**config.mk**
```make
export PLATFORM = sky130hd
export DESIGN_NAME = ram_port_arbiter
export DESIGN_NICKNAME = d
export VERILOG_FILES = /design/src/rtl/ram_port_arbiter.sv
export SDC_FILE = /design/constraint.sdc
export NUM_CORES = 1
export LEC_CHECK = 0
export ABC_CLOCK_PERIOD_IN_PS = 4400
export BUFFER_PORTS_ARGS = -buffer_cell sky130_fd_sc_hd__clkbuf_2
export CORE_MARGIN = 2
export CORE_UTILIZATION = 45
export DETAILED_ROUTE_END_ITERATION = 16
export PLACE_DENSITY = 0.81
export SETUP_SLACK_MARGIN = 0.05
export SYNTH_ARGS = -nofsm -noshare
export SYNTH_HDL_FRONTEND = slang
export SYNTH_SLANG_ARGS = --single-unit
```
**constraint.sdc**
```tcl
create_clock -name clk -period 4.4 [get_ports clk]
set_input_delay 0 -clock clk [delete_from_list [all_inputs] [get_ports clk]]
set_output_delay 0 -clock clk [all_outputs]
set_load 0.02 [all_outputs]
```
**src/rtl/ram_port_arbiter.sv**
```systemverilog
// ram_port_arbiter: round-robin scheduler sharing one RAM port
// between the CPU datapath and the host loader, with host lock.
module ram_port_arbiter #(
  parameter int WIDTH  = 32,
  parameter int AWIDTH = 32,
  parameter int RD_LAT = 1
) (
  input  logic              clk,
  input  logic              reset,
  input  logic              cpu_req,
  input  logic              cpu_we,
  input  logic [AWIDTH-1:0] cpu_addr,
  input  logic [WIDTH-1:0]  cpu_wdata,
  output logic              cpu_gnt,
  output logic [WIDTH-1:0]  cpu_rdata,
  output logic              cpu_rvalid,
  input  logic              host_req,
  input  logic              host_we,
  input  logic [AWIDTH-1:0] host_addr,
  input  logic [WIDTH-1:0]  host_wdata,
  input  logic              host_lock,
  output logic              host_gnt,
  output logic [WIDTH-1:0]  host_rdata,
  output logic              host_rvalid,
  output logic              ram_rd,
  output logic              ram_wr,
  output logic [AWIDTH-1:0] ram_addr,
  output logic [WIDTH-1:0]  ram_wdata,
  output logic              ram_wdata_oe,
  input  logic [WIDTH-1:0]  ram_rdata,
  output logic              arb_busy
);

  typedef enum logic [1:0] {
    IDLE,
    ACCESS,
    WAIT,
    CAPTURE
  } state_t;

  // WAIT spans RD_LAT-1 cycles: count RD_LAT-2 down to zero.
  localparam logic [1:0] WAIT_LOAD =
    (RD_LAT > 1) ? 2'(RD_LAT - 2) : 2'd0;
  localparam bit NEEDS_WAIT = (RD_LAT > 1);

  state_t state;
  state_t nextState;

  logic              cpuOk;
  logic              hostOk;
  logic              anyOk;
  logic              pickHost;
  logic              lastHost;
  logic              curHost;
  logic              curWe;
  logic [AWIDTH-1:0] curAddr;
  logic [WIDTH-1:0]  curWdata;
  logic [1:0]        waitCnt;

  // Eligibility and round-robin pick; lastHost favours the other port.
  always_comb begin
    cpuOk    = cpu_req & ~host_lock;
    hostOk   = host_req;
    anyOk    = cpuOk | hostOk;
    pickHost = hostOk & (~cpuOk | ~lastHost);
  end

  // State register.
  always_ff @(posedge clk or posedge reset) begin
    if (reset) begin
      state <= IDLE;
    end else begin
      state <= nextState;
    end
  end

  // Next-state: reads skip WAIT entirely when RAM answers in one cycle.
  always_comb begin
    nextState = state;
    unique case (state)
      IDLE: begin
        if (anyOk) nextState = ACCESS;
      end
      ACCESS: begin
        if (curWe) begin
          nextState = IDLE;
        end else if (NEEDS_WAIT) begin
          nextState = WAIT;
        end else begin
          nextState = CAPTURE;
        end
      end
      WAIT: begin
        if (waitCnt == 2'd0) nextState = CAPTURE;
      end
      CAPTURE: begin
        nextState = IDLE;
      end
      default: begin
        nextState = IDLE;
      end
    endcase
  end

  // Latch the winner's command once; later input changes are ignored.
  always_ff @(posedge clk or posedge reset) begin
    if (reset) begin
      lastHost <= 1'b1;
      curHost  <= 1'b0;
      curWe    <= 1'b0;
      curAddr  <= '0;
      curWdata <= '0;
    end else if (state == IDLE && anyOk) begin
      lastHost <= pickHost;
      curHost  <= pickHost;
      curWe    <= pickHost ? host_we : cpu_we;
      curAddr  <= pickHost ? host_addr : cpu_addr;
      curWdata <= pickHost ? host_wdata : cpu_wdata;
    end
  end

  // Read-latency down-counter, loaded as the read strobe goes out.
  always_ff @(posedge clk or posedge reset) begin
    if (reset) begin
      waitCnt <= 2'd0;
    end else if (state == ACCESS) begin
      waitCnt <= WAIT_LOAD;
    end else if (state == WAIT && waitCnt != 2'd0) begin
      waitCnt <= waitCnt - 2'd1;
    end
  end

  // Return read data to the owning port with a one-cycle valid pulse.
  always_ff @(posedge clk or posedge reset) begin
    if (reset) begin
      cpu_rdata   <= '0;
      host_rdata  <= '0;
      cpu_rvalid  <= 1'b0;
      host_rvalid <= 1'b0;
    end else begin
      cpu_rvalid  <= 1'b0;
      host_rvalid <= 1'b0;
      if (state == CAPTURE) begin
        if (curHost) begin
          host_rdata  <= ram_rdata;
          host_rvalid <= 1'b1;
        end else begin
          cpu_rdata  <= ram_rdata;
          cpu_rvalid <= 1'b1;
        end
      end
    end
  end

  // Outputs decoded from registered state and latched command only.
  always_comb begin
    cpu_gnt      = (state == ACCESS) & ~curHost;
    host_gnt     = (state == ACCESS) & curHost;
    ram_rd       = (state == ACCESS) & ~curWe;
    ram_wr       = (state == ACCESS) & curWe;
    ram_wdata_oe = (state == ACCESS) & curWe;
    ram_addr     = curAddr;
    ram_wdata    = curWdata;
    arb_busy     = (state != IDLE);
  end

endmodule

```
Yosys cells after proc, flatten, opt, wreduce, memory -nomap -nowiden
Index checks and enable logic that the tools add are counted.
{"block": "word_totals", "regBits": 137, "latchBits": 0, "ramBits": 0, "mem_bits_ro": 0, "input_bits": 167, "output_inout_bits": 136, "wordCells": 53, "memories": 0}
{"block": "classes", "addsub": 1, "multipliers": 0, "n_div": 0, "order_cmp": 0, "eq_ne": 5, "shift": 0, "mux": 13, "bitwise": 13, "reduce_logical": 10}
{"operator": "32-bit two-way mux", "count": 2}
{"operator": "2-bit two-way mux", "count": 5}
{"operator": "2-bit one-hot mux with 4 select lines", "count": 1}
{"operator": "1-bit AND", "count": 6}
{"operator": "2-bit AND reduction", "count": 3}
{"operator": "2-bit nonzero test", "count": 3}
{"operator": "1-bit two-way mux", "count": 5}
{"operator": "1-bit NOT", "count": 5}
{"operator": "2-bit equality test, second input constant", "count": 2}
{"operator": "2-bit zero test", "count": 2}
{"operator": "2-bit inequality test, second input constant", "count": 2}
{"operator": "2-bit by 1-bit equality test with 1-bit output, second input constant", "count": 1}
{"operator": "1-bit logical AND", "count": 2}
{"operator": "1-bit OR", "count": 2}
{"operator": "2-bit by 1-bit subtractor with 2-bit output, second input constant", "count": 1}

Longest topological paths before layout
{"block": "logic_depth", "ltp_word": 6, "ltp_mapped": 6, "mapped_depth_nobuf": 5}

Least setup slack after synthesis
Ideal clock, no wire load.
{"block": "synth_path", "kind": "register to register", "from": "reg state[1]", "to": "reg curWdata[7] (netlist: ram_wdata[7])", "setup_time_ps": 139, "t_arrival_ps": 1332, "setup_slack_ps": 2929, "path_stages_with_launch": 7, "cell_sequence": "dfrtp_1 or2_1 buf_2 buf_2 buf_2 a221oi_1 a22oi_1"}
{"block": "synth_via", "elab_chain_cells": 2}
{"item": "start, declared", "line": "46", "text": "state_t state;"}
{"item": "start signal, assigned", "line": "73", "text": "state <= nextState;"}
{"item": "2-bit zero test", "line": "113", "text": "end else if (state == IDLE && anyOk) begin"}
{"item": "1-bit logical AND", "line": "113"}
{"item": "end signal, assigned", "line": "118", "text": "curWdata <= pickHost ? host_wdata : cpu_wdata;"}
{"item": "end, declared", "line": "57", "text": "logic [WIDTH-1:0] curWdata;"}
Every way passes these cells.
A chain may end at the register's enable or synchronous reset.

Worst setup path in the final report
{"block": "layout_path", "from": "reg lastHost", "to": "reg curWdata[8] (netlist: ram_wdata[8])"}
{"block": "layout_via", "elab_chain_cells": 4}
{"item": "start, declared", "line": "53", "text": "logic lastHost;"}
{"item": "start signal, assigned", "line": "114", "text": "lastHost <= pickHost;"}
{"item": "1-bit NOT", "line": "65", "text": "pickHost = hostOk & (~cpuOk | ~lastHost);"}
{"item": "1-bit OR", "line": "65"}
{"item": "1-bit AND", "line": "65"}
{"item": "32-bit two-way mux", "line": "118"}
Every way passes these cells.

==> flow_metrics.py <==
metrics = {
    "run_status": {
        "status": "complete, no violations",
    },
    "floorplanning": {
        "die_x_um": 125.8,
        "start_util": 0.4592,
        "dieArea_um2": 15820,
        "pin_count": 303,
        "rows": 44,
        "core-area_um2": 14530,
        "die_h_um": 125.8,
    },
    "clock_tree": {
        "root_buffer": "clkbuf_16",
        "cts_resized": 0,
        "cts_tree": "built",
        "path_clk_slew_ps": 60,
        "postCtsHoldBufs": 98,
        "clock_path_buffers": 2,
        "htreeDepth": 4,
        "cts.sinks": 137,
        "insertion_delay_ps": 410,
        "cts_made_buffers": 17,
        "post_cts.repair.setup_buffers": 0,
    },
    "power_and_ir_drop": {
        "clkPwrFrac": 0.222,
        "power.density_nw_per_um2": 701.6,
        "p_seq_frac": 0.333,
        "leakage_uw": 0.004873,
        "p_sw_uw": 2816,
        "combPwrFrac": 0.445,
        "p_int_uw": 4073,
        "peakVddDrop_mv": 0.3364,
        "switching_share": 0.4088,
    },
    "sta": {
        "maxSlewHeadroom": 0.2162,
        "rsz0062_at_grt": "false",
        "tns_ps": 0,
        "whs_ps": 34.03,
        "setup_violations": 0,
        "maxSlewViolCount": 0,
        "min_period_over_period": 0.5609,
        "fmax_mhz": 405.2,
        "fin_skew_ps": 8.435,
        "tightest_slew_ps": 1176,
        "layout_min_cycle_time_ps": 2468,
        "final_hold_viol_count": 0,
    },
    "global_route": {
        "grt_use_total": 0.2706,
        "grt_overflow_total": 0,
        "antenna_found_initial": 0,
        "grt_pass1_vias": 6696,
        "grt_pass1_wl_mm": 34.51,
        "grt_max_degree": 132,
    },
    "setup_path": {
        "startpoint_type": "register",
        "crit_path_max_fanout": 42,
        "r2r_slack_ps": 1930,
        "crit_type": "reg2reg",
        "crit_arrival_ps": 2700,
        "crit_end": "ram_wdata[8]",
        "reg2reg_from": "lastHost",
        "cp.required_ps": 4630,
        "crit_start": "lastHost",
        "endpoint_kind": "register",
        "slowest_stage": "nand3b_1",
        "crit_path_max_incr_delay_ps": 650,
        "crit_chain": "nand3b_1 > buf_4 > a221oi_1 > a22oi_1",
        "r2r_cells": 4,
        "timing.rr.end": "ram_wdata[8]",
    },
    "routing": {
        "drt_iter0_markers": 411,
        "num_vias": 6569,
        "post_drt_wl_per_cell_um": 18.32,
        "drt_wl_total_mm": 21.70,
        "firstDrtPassIters": 6,
        "postRouteAntennaNets": 0,
        "drc": 0,
        "via_per_inst": 5.548,
    },
    "yosys": {
        "syn_avg_cell_area_um2": 10.68,
        "yosysTopAreaCell": "dfrtp_1",
        "yosysMostFrequentCell": "dfrtp_1",
        "synth_common_cells": "dfrtp_1, inv_1",
        "synth_edf_count": 0,
        "synthCells": 625,
        "syn_nets": 793,
        "yosys_warnings": 0,
        "synth-async-reset-ratio": 1.000,
        "synth_top_area_frac": 0.5099,
        "ys_ff_latch": 137,
        "synth.cell_area_um2": 6674,
        "synthFlopType": "dfrtp_1",
        "synth.distinct_cells": 27,
        "synthTopCellsByArea": "dfrtp_1, mux2_2, a221oi_1",
        "yosysSeqAreaShare": 0.5139,
    },
    "cells_and_area": {
        "multi_input_area_um2": 2684,
        "fin_area_um2": 9819,
        "drive_gt1_frac": 0.4120,
        "n_antenna_cell": 0,
        "area_delta_synth_final_pct": 47.13,
        "seq_area_um2": 3430,
        "num-fill-cells": 1043,
        "nets": 1156,
    },
    "min_path": {
        "worstHoldPathType": "in2reg",
    },
    "placed_design": {
        "place.gp.congestion": 0.8028,
        "dpl-instance-area_um2": 8203,
        "portBuffers": 302,
        "dp_hpwl_mm": 12.37,
    },
    "flow_run": {
        "cap_violations": 0,
    },
}
## state kept, by name (all words and copies together) (netlist names)
signal	flops
host_rdata	32
cpu_rvalid	1
ram_addr	32
curHost	1
curWe	1
state	2
waitCnt	2
host_rvalid	1
ram_wdata	32
lastHost	1
cpu_rdata	32
## cell families (layout without fill, tap and decap cells)
kind of cell,count (synthesis),after routing,share of synthesized area
AO/OA/AOI/OAI,205,205,0.2180
buffers and inverters,138,513,0.08474
flip-flops,137,137,0.5139
AND/OR/NAND/NOR,80,80,0.07349
multiplexers,64,64,0.1080
adder cells (fa/ha/maj),1,1,0.001874
## worst min-delay path by stage
| stage | startpoint | end | cells after the start |
|---|---|---|---|
| after floorplan | ram_rdata[0] | cpu_rdata[0] | 1 |
| after global placement | reset | host_rdata[11] | 2 |
| after detailed placement | reset | ram_wdata[11] | 2 |
| after CTS | host_addr[1] | ram_addr[1] | 4 |
| after global routing | host_addr[29] | ram_addr[29] | 4 |
| final | host_addr[1] | ram_addr[1] | 4 |
## critical path, delay by kind of cell (launching register included)
kind / cells / cell delay [ps]
buffers and inverters: 1 / 570
DFF: 1 / 530
AOI/OAI and AO/OA: 2 / 520
and+or+nand+nor: 1 / 650
## layout make-up
class,count,share of cell area
inverters,73,0.02854
clock inverters,10,0.01682
clock buffers,21,0.04791
multi-input cells,350,0.2733
well taps,184,0.02345
repair buffers,409,0.2607
flip-flops and latches,137,0.3493
## layout by cell type (no fill, tap or decap)
cell           synthesis  layout
nor3_1                 2       2
clkbuf_2               0     302
mux2_2                64      64
a21o_1                 2       1
dlygate4sd3_1          0      98
a22oi_1               65      65
a21o_2                 0       1
a221oi_1              65      65
o21bai_1               1       1
and3b_2                0       1
ha_1                   1       1
nand3b_1               2       2
clkbuf_16              0      17
nand2_1                1       1
bufinv_16              0       4
nand3_1                2       2
clkbuf_1              45       1
clkinv_2               0       3
o2bb2ai_1              4       4
inv_6                  0       3
inv_1                 73      71
and3_1                 1       1
and2_1                65      65
or2_2                  0       1
o21ai_0               65      65
clkbuf_8               0       3
nand2b_1               2       1
nor2_1                 3       3
dfstp_2                1       1
dfrtp_1              136     136
a21oi_1                3       3
nand2b_2               0       1
clkinv_4               0       2
buf_4                  2       9
## power by group through the flow
stage / logic (uW) / clock network, uW / registers (uW)
floorplan: 1250 / 0 / 2960
global placement: 2900 / 0 / 2230
detailed placement: 2960 / 0 / 2260
CTS: 3030 / 1560 / 2250
global route: 3290 / 1620 / 2350
finish: 3060 / 1530 / 2290
## layer usage
| metal | vias to the layer above | track usage | share of wire |
|---|---|---|---|
| li1 | 2970 | - | - |
| met1 | 3135 | 0.3298 | 0.40 |
| met2 | 393 | 0.4547 | 0.48 |
| met3 | 71 | 0.07774 | 0.084 |
| met4 | 0 | 0.1092 | 0.035 |
| met5 | - | 0 | 0 |
## metrics by stage
step	total power [uW]	setup slack [ps]	cells	util
after floorplan	4210	733.8	625	-
after global placement	5133	2089	1055	0.5644
after detailed placement	5217	2047	1055	0.5644
after CTS	6834	2020	1184	0.6756
after global routing	7258	1786	1184	0.6756
final	6889	1932	1184	0.6756
No activity file was read; power rests on OpenSTA's default activity.
